$ cat src/rtl/instr_encoder_if.sv
// Descriptor stream and instruction-memory write port of instr_encoder.
// slave is the encoder's view; master is the host/memory environment.
interface instr_encoder_if #(
    parameter int unsigned ADDR_W = 8
);
    logic              in_valid;
    logic              in_ready;
    logic [4:0]        in_rd;
    logic [4:0]        in_rs1;
    logic [11:0]       in_imm12;
    logic              in_last;
    logic              mem_we;
    logic [ADDR_W-1:0] mem_addr;
    logic [31:0]       mem_wdata;
    logic              mem_ready;

    modport slave (
        input  in_valid, in_rd, in_rs1, in_imm12, in_last, mem_ready,
        output in_ready, mem_we, mem_addr, mem_wdata
    );

    modport master (
        output in_valid, in_rd, in_rs1, in_imm12, in_last, mem_ready,
        input  in_ready, mem_we, mem_addr, mem_wdata
    );
endinterface

$ cat src/rtl/instr_encoder.sv
// ADDI encoder: packs rd/rs1/imm12 descriptors into I-type words, buffers them
// in a 2-entry FIFO and writes them to consecutive instruction-memory words.
module instr_encoder #(
    parameter int unsigned       ADDR_W    = 8,
    parameter logic [ADDR_W-1:0] BASE_ADDR = '0
) (
    input  logic              clk_i,
    input  logic              rst_ni,
    input  logic              start_i,
    instr_encoder_if.slave    bus,
    output logic              busy_o,
    output logic              done_o,
    output logic              err_o
);
    typedef enum logic [1:0] {S_IDLE, S_LOAD, S_FLUSH, S_DONE} state_e;

    state_e            state_q, state_d;
    logic [31:0]       fifo_q [2];
    logic              wr_ptr_q, rd_ptr_q;
    logic [1:0]        cnt_q;
    logic [ADDR_W-1:0] addr_q;
    logic              wrapped_q;
    logic              err_q;

    logic              push, pop, empty;
    logic [ADDR_W-1:0] addr_inc;
    logic [31:0]       word;

    assign empty    = (cnt_q == 2'd0);
    assign word     = {bus.in_imm12, bus.in_rs1, 3'b000, bus.in_rd, 7'b0010011};
    assign addr_inc = addr_q + ADDR_W'(3'd4);

    assign bus.in_ready  = (state_q == S_LOAD) && (cnt_q != 2'd2);
    assign bus.mem_we    = (state_q != S_IDLE) && !empty;
    assign bus.mem_addr  = addr_q;
    assign bus.mem_wdata = fifo_q[rd_ptr_q];

    assign push   = bus.in_valid && bus.in_ready;
    assign pop    = bus.mem_we && bus.mem_ready;
    assign busy_o = (state_q != S_IDLE);
    assign done_o = (state_q == S_DONE);
    assign err_o  = err_q;

    always_ff @(posedge clk_i or negedge rst_ni) begin
        if (!rst_ni) state_q <= S_IDLE;
        else         state_q <= state_d;
    end

    always_comb begin
        state_d = state_q;
        case (state_q)
            S_IDLE:  if (start_i) state_d = S_LOAD;
            S_LOAD:  if (push && bus.in_last) state_d = S_FLUSH;
            // Leave on the edge that writes the last word so done follows it directly.
            S_FLUSH: if (empty || (cnt_q == 2'd1 && pop)) state_d = S_DONE;
            S_DONE:  state_d = S_IDLE;
            default: state_d = S_IDLE;
        endcase
    end

    always_ff @(posedge clk_i or negedge rst_ni) begin
        if (!rst_ni) begin
            for (int unsigned i = 0; i < 2; i++) fifo_q[i] <= '0;
            wr_ptr_q  <= 1'b0;
            rd_ptr_q  <= 1'b0;
            cnt_q     <= '0;
            addr_q    <= BASE_ADDR;
            wrapped_q <= 1'b0;
            err_q     <= 1'b0;
        end else begin
            if (push) begin
                fifo_q[wr_ptr_q] <= word;
                wr_ptr_q         <= ~wr_ptr_q;
            end
            if (pop) rd_ptr_q <= ~rd_ptr_q;
            if (push && !pop)      cnt_q <= cnt_q + 2'd1;
            else if (!push && pop) cnt_q <= cnt_q - 2'd1;

            if (state_q == S_IDLE && start_i) begin
                addr_q    <= BASE_ADDR;
                wrapped_q <= 1'b0;
                err_q     <= 1'b0;
            end else if (pop) begin
                addr_q <= addr_inc;
                if (addr_inc == '0) wrapped_q <= 1'b1;
                if (wrapped_q)      err_q     <= 1'b1;
            end
        end
    end
endmodule

$ cat src/flat_wrapper.sv
// flat-port wrapper written by rule: the top's interface ports become plain ports
module instr_encoder_flat 
#(
    parameter int unsigned       ADDR_W    = 8,
    parameter logic [ADDR_W-1:0] BASE_ADDR = '0
)
  (clk_i, rst_ni, start_i, busy_o, done_o, err_o, bus_in_valid, bus_in_rd, bus_in_rs1, bus_in_imm12, bus_in_last, bus_mem_ready, bus_in_ready, bus_mem_we, bus_mem_addr, bus_mem_wdata);
  instr_encoder_if #(.ADDR_W(ADDR_W)) bus_i ();
  input  logic clk_i;
  input  logic rst_ni;
  input  logic start_i;
  output logic busy_o;
  output logic done_o;
  output logic err_o;
  input wire logic [$bits(bus_i.in_valid)-1:0] bus_in_valid;
  input wire logic [$bits(bus_i.in_rd)-1:0] bus_in_rd;
  input wire logic [$bits(bus_i.in_rs1)-1:0] bus_in_rs1;
  input wire logic [$bits(bus_i.in_imm12)-1:0] bus_in_imm12;
  input wire logic [$bits(bus_i.in_last)-1:0] bus_in_last;
  input wire logic [$bits(bus_i.mem_ready)-1:0] bus_mem_ready;
  output wire logic [$bits(bus_i.in_ready)-1:0] bus_in_ready;
  output wire logic [$bits(bus_i.mem_we)-1:0] bus_mem_we;
  output wire logic [$bits(bus_i.mem_addr)-1:0] bus_mem_addr;
  output wire logic [$bits(bus_i.mem_wdata)-1:0] bus_mem_wdata;
  assign bus_i.in_valid = bus_in_valid;
  assign bus_i.in_rd = bus_in_rd;
  assign bus_i.in_rs1 = bus_in_rs1;
  assign bus_i.in_imm12 = bus_in_imm12;
  assign bus_i.in_last = bus_in_last;
  assign bus_i.mem_ready = bus_mem_ready;
  assign bus_in_ready = bus_i.in_ready;
  assign bus_mem_we = bus_i.mem_we;
  assign bus_mem_addr = bus_i.mem_addr;
  assign bus_mem_wdata = bus_i.mem_wdata;
  instr_encoder #(.ADDR_W(ADDR_W), .BASE_ADDR(BASE_ADDR)) u_core (.clk_i(clk_i), .rst_ni(rst_ni), .start_i(start_i), .bus(bus_i), .busy_o(busy_o), .done_o(done_o), .err_o(err_o));
endmodule
$ cat config.mk
export PLATFORM = sky130hd
export DESIGN_NAME = instr_encoder_flat
export DESIGN_NICKNAME = d
export VERILOG_FILES = /design/src/rtl/instr_encoder_if.sv /design/src/rtl/instr_encoder.sv /design/src/flat_wrapper.sv
export SDC_FILE = /design/constraint.sdc
export NUM_CORES = 1
export LEC_CHECK = 0
export CORE_MARGIN = 1.5
export CORE_UTILIZATION = 36
export CTS_BUF_LIST = sky130_fd_sc_hd__clkbuf_8
export CTS_CLUSTER_DIAMETER = 60
export DETAILED_ROUTE_END_ITERATION = 8
export SYNTH_ARGS = -nofsm -noshare
export SYNTH_HDL_FRONTEND = slang
export SYNTH_SLANG_ARGS = --single-unit
$ cat constraint.sdc
create_clock -name clk_i -period 4.3 [get_ports clk_i]
set_input_delay 1.075 -clock clk_i [delete_from_list [all_inputs] [get_ports clk_i]]
set_output_delay 1.075 -clock clk_i [all_outputs]
set_load 0.03 [all_outputs]
### Yosys cells after proc, flatten, opt, wreduce, memory -nomap -nowiden

Cells that the tools add are included.

| word-level totals | value |
|---|---|
| logic and storage cells | 72 |
| input bits | 28 |
| output and inout bits | 45 |
| register bits | 80 |

| operators by class | value |
|---|---|
| $add $sub $neg | 3 |
| reduce and logical (&&, ||, !) cells | 25 |
| magnitude comparators | 3 |
| muxes and demuxes | 20 |
| equal/unequal tests | 8 |
| bitwise logic cells | 4 |

Operators with widths:

| operator | count |
|---|---|
| 32-bit two-way mux | 4 |
| 64-bit bitwise mux | 1 |
| 32-bit demux with 1-bit select | 1 |
| 8-bit two-way mux | 2 |
| 1-bit logical AND | 10 |
| 2-bit two-way mux | 5 |
| 2-bit nonzero test | 5 |
| 8-bit by 3-bit adder with 8-bit output, second input constant | 1 |
| 8-bit zero test | 1 |
| 2-bit one-hot mux with 4 select lines | 1 |
| 1-bit two-way mux | 6 |
| 2-bit != test, second input constant | 3 |
| 2-bit by 1-bit == test with 1-bit output, second input constant | 2 |
| 2-bit == test, second input constant | 2 |
| 2-bit greater-or-equal comparator, second input constant | 2 |
| 2-bit zero test | 2 |
| 1-bit NOT with 2-bit output | 2 |
| 2-bit AND reduction | 2 |
| 1-bit zero test | 3 |
| 3-bit AND reduction | 1 |
| 2-bit by 1-bit adder with 2-bit output, second input constant | 1 |
| 2-bit by 1-bit less-than comparator with 1-bit output, second input constant | 1 |
| 2-bit by 1-bit != test with 1-bit output, second input constant | 1 |
| 1-bit NOT | 2 |
| other kinds (2) | 2 |

### Logic depth before layout (Yosys ltp)

| logic depth | value |
|---|---|
| depth after elaboration | 8 |
| gate-level depth with buffers | 8 |
| mapped depth without buffers | 7 |

### Worst setup path after synthesis

OpenSTA, ideal clock, no wires.

| timing | value |
|---|---|
| path kind | reg-to-output |
| start | reg u_core.rd_ptr_q |
| end | out bus_mem_wdata[1] |
| stages on the path, launching flop included | 5 |
| slack | 1.835 ns |
| arrival time | 1.390 ns |
| path buffers | 3 |
| required time | 3.225 ns |
| cell sequence | dfrtp_1 clkbuf_1 buf_2 mux2_2 buf_4 |

| on the way | value |
|---|---|
| word-level cells in the longest chain between the ends | 4 |

RTL lines:

| element | line | text |
|---|---|---|
| start, declared | instr_encoder.sv:19 | `logic wr_ptr_q, rd_ptr_q;` |
| start signal, assigned | instr_encoder.sv:75 | `if (pop) rd_ptr_q <= ~rd_ptr_q;` |
| 1-bit NOT with 2-bit output (not written as such) | instr_encoder.sv:36 | `assign bus.mem_wdata = fifo_q[rd_ptr_q];` |
| 32-bit two-way mux (not written as such) (3 in a row) | instr_encoder.sv:36 |  |
| end, declared | flat_wrapper.sv:24 | `output wire logic [$bits(bus_i.mem_wdata)-1:0] bus_mem_wdata;` |

Every way passes these cells. The select of a mux whose other input is x is not followed.

### Final worst setup path

| timing | value |
|---|---|
| start | reg u_core.rd_ptr_q |
| end | out bus_mem_wdata[4] |

The elaborated chain is that of the path after synthesis.

==> summary.txt <==
Timing
  • Slew Viols, Final: 0
  • Max-slew headroom: 0.521
  • Final setup viols: 0
  • RSZ-0062 raised after global routing: false
  • Hold Slack: 0.459 ns
  • Final Skew: 0.00482 ns
  • Setup_tns: 0 ns
  • Maximum clock frequency: 295 MHz
  • Crit share post-route: 0.788
  • Slew at the pin closest to its max-slew limit: 0.718 ns
  • Final hold vios: 0
  • Post-layout min period: 3.39 ns

GRT
  • GRT Util Overall: 0.136
  • First-pass GRT wire length: 8940 um
  • Number of global-route vias before repair: 1799
  • Initial antenna violation count: 0
  • Pin count of the biggest net entering global routing: 34
  • Total global routing overflow: 0

Die
  • Die width: 92.7 um
  • Die area: 8600 um2
  • Chip height: 92.7 um
  • I/O pins: 73
  • Initial Util: 0.373
  • Rows: 32
  • Core area: 7770 um2

Setup path
  • Worst R2R Start: u_core.state_q[0]
  • Launch point of the worst path: u_core.rd_ptr_q
  • Data arrival, critical path: 2.31 ns
  • Crit path max fanout: 14
  • Critical Path RT: 3.22 ns
  • Startpoint Class: flop
  • R2R Setup Slk: 2.31 ns
  • Crit-path max cell delay: 0.75 ns
  • Bufs and invs on worst path: 2
  • CP max-delay cell: dfrtp_1
  • Critical-path cell list: buf_4 > mux2_2 > clkdlybuf4s50_1
  • CP Class: flop to output pin
  • CP delay by family, top: buffers and inverters
  • Nature of the critical path endpoint: output pin

Clock network
  • Post-CTS sizing: 0
  • Clock tree sinks: 60
  • CTS Buf Count: 9
  • Root buffer cell: clkbuf_8
  • Cts hold-fix bufs: 0
  • CTS tree: yes
  • H-tree levels: 3
  • Clock Path Buffers: 2
  • CTS clock-pin slew for the worst setup and hold paths: 0.07 ns
  • Setup bufs post-CTS: 0
  • Clock latency on the worst-skew pair: 0.33 ns

Power
  • Sw Pwr: 1.25 mW
  • Seq pwr share: 0.314
  • Comb pwr share: 0.515
  • Max VDD drop: 0.400 mV
  • LEAKAGE: 1.67 nW
  • Switch share: 0.385
  • Clk pwr share: 0.170
  • Tot Pwr: 3.24 mW
  • PwrDens: 857 nW/um2
  • Pint: 1.99 mW

Logic synthesis
  • Register bit count reported by yosys: 60
  • Mapped Area: 2900 um2
  • Cell variety after synth: 33
  • Async S/R FF share, synth: 1.00
  • Top cells by area, synth: dfrtp_1 (52%), mux2_2 (17%), mux2_1 (8.9%), ha_1 (4.3%), buf_4 (3.4%)
  • Synth Instances: 216
  • Yosys warns: 0
  • Mean post-synth cell area: 13.4 um2
  • Synth top area share: 0.518
  • Primary FF master, synth: dfrtp_1
  • EDFF count, synth: 0
  • Seq/Total Area, Yosys: 0.518
  • Most frequent cell after synthesis: dfrtp_1
  • Area leader, netlist: dfrtp_1
  • Post-synth top cells: dfrtp_1 (60), mux2_2 (44), mux2_1 (23), buf_4 (13), ha_1 (10)

Routing
  • DR pass1 iterations: 4
  • Vias: 1807
  • Vias per inst: 4.63
  • Wirelength per Cell: 13.8 um
  • Drt initial violations: 45
  • Met1 WL: 2630 um
  • Max layer used: met4
  • Total wire length: 5370 um
  • Final ANT Viol Nets: 0
  • WL met3: 241 um
  • Routed wl met2: 2410 um
  • DRC: 0

Job
  • Max-Cap Viols: 0

Placement
  • IO buf count: 63
  • Detail Placement HPWL: 3710 um
  • Gpl congestion: 0.713

Final layout
  • Total Nets Final: 321
  • Area growth syn-to-layout: 30.5%
  • Layout cells sized above 1: 0.247
  • Ant. Diodes: 0
  • Final core occ: 0.487

Min path
  • Hold Crit Start: u_core.fifo_q[4]
  • Worst min-delay path class: flop to flop

Run status
  • Status: complete, no violations
==> final cells by class <==
cell class | instances | area (um2)
tap | 102 | 128
timing repair buffer | 67 | 656
inverter | 7 | 26.3
sequential | 60 | 1500
clock inverter | 6 | 78.8
multi-input combinational | 138 | 1260
clock buffer | 10 | 138
fill | 709 | 3980
==> power groups by stage <==
stage	sequential, mW	clock (mW)	combinational (mW)
2_1_floorplan	0.994	0	1.17
3_3_place_gp	1.03	0	1.67
3_5_place_dp	1.03	0	1.68
4_1_cts	1.02	0.566	1.69
5_1_grt	1.06	0.593	1.79
6_report	1.02	0.551	1.67
==> registers in the layout, summed over array words and instances (netlist names) <==
| register | cells |
|---|---|
| u_core.bus.mem_addr | 6 |
| u_core.cnt_q | 2 |
| u_core.err_o | 1 |
| u_core.wrapped_q | 1 |
| u_core.state_q | 2 |
| u_core.wr_ptr_q | 1 |
| u_core.fifo_q | 46 |
| u_core.rd_ptr_q | 1 |
==> worst reg2reg max path, cell delays in order (launching register included) <==
cell	delay, ns
dfrtp_1	0.39
inv_1	0.09
ha_1	0.33
nor3b_4	0.46
inv_2	0.11
ha_1	0.35
xnor2_1	0.14
==> routing by layer <==
| metal | global-route usage | up-vias |
|---|---|---|
| li1 | - | 866 |
| met1 | 0.194 | 883 |
| met2 | 0.195 | 47 |
| met3 | 0.0386 | 11 |
| met4 | 0.0492 | 0 |
| met5 | 0 | - |
==> cells in the final DEF, fill, tap and decap left out, drive strengths merged <==
master	n
mux2	67
nand3	5
or2	1
nor2b	3
buf	5
nand2	7
clkdlybuf4s50	62
nand4	1
conb	9
mux2i	1
xnor2	3
clkbuf	10
xor2	6
nand2b	1
nand3b	3
clkinv	3
a2111oi	1
nor3b	1
nor2	5
o21ai	5
a21oi	5
bufinv	2
ha	10
a21o	1
inv	8
dfrtp	60
a221oi	1
and3	2
==> through the flow <==
| stage | instance area (um2) | std cells | worst slack, ns |
|---|---|---|---|
| floorplan | 2930 | 224 | 1.84 |
| global placement | 3570 | 374 | 1.27 |
| detailed placement | 3570 | 374 | 1.26 |
| CTS | 3780 | 390 | 0.878 |
| global route | 3780 | 390 | 0.824 |
| finish | 3780 | 390 | 0.914 |
==> final timing paths <==
| check | end | cells after the start |
|---|---|---|
| setup / recovery | bus_mem_wdata[4] | 3 |
| hold / removal | u_core.fifo_q[4] | 1 |
| setup reg to reg | u_core.cnt_q[0] | 6 |
| hold reg to reg | u_core.fifo_q[4] | 1 |
| max in group asynchronous | u_core.fifo_q[7] | 2 |
| min in group asynchronous | u_core.fifo_q[43] | 1 |
==> cells by family after synthesis <==
group | share of synthesized area
simple gates | 0.0617
xor+xnor | 0.0272
buf+inv | 0.0591
other cells | 0.00129
mux | 0.264
compound gates | 0.0259
flops | 0.518
fa+ha+maj | 0.0432
Note: power is estimated with default switching activity, not from simulation.
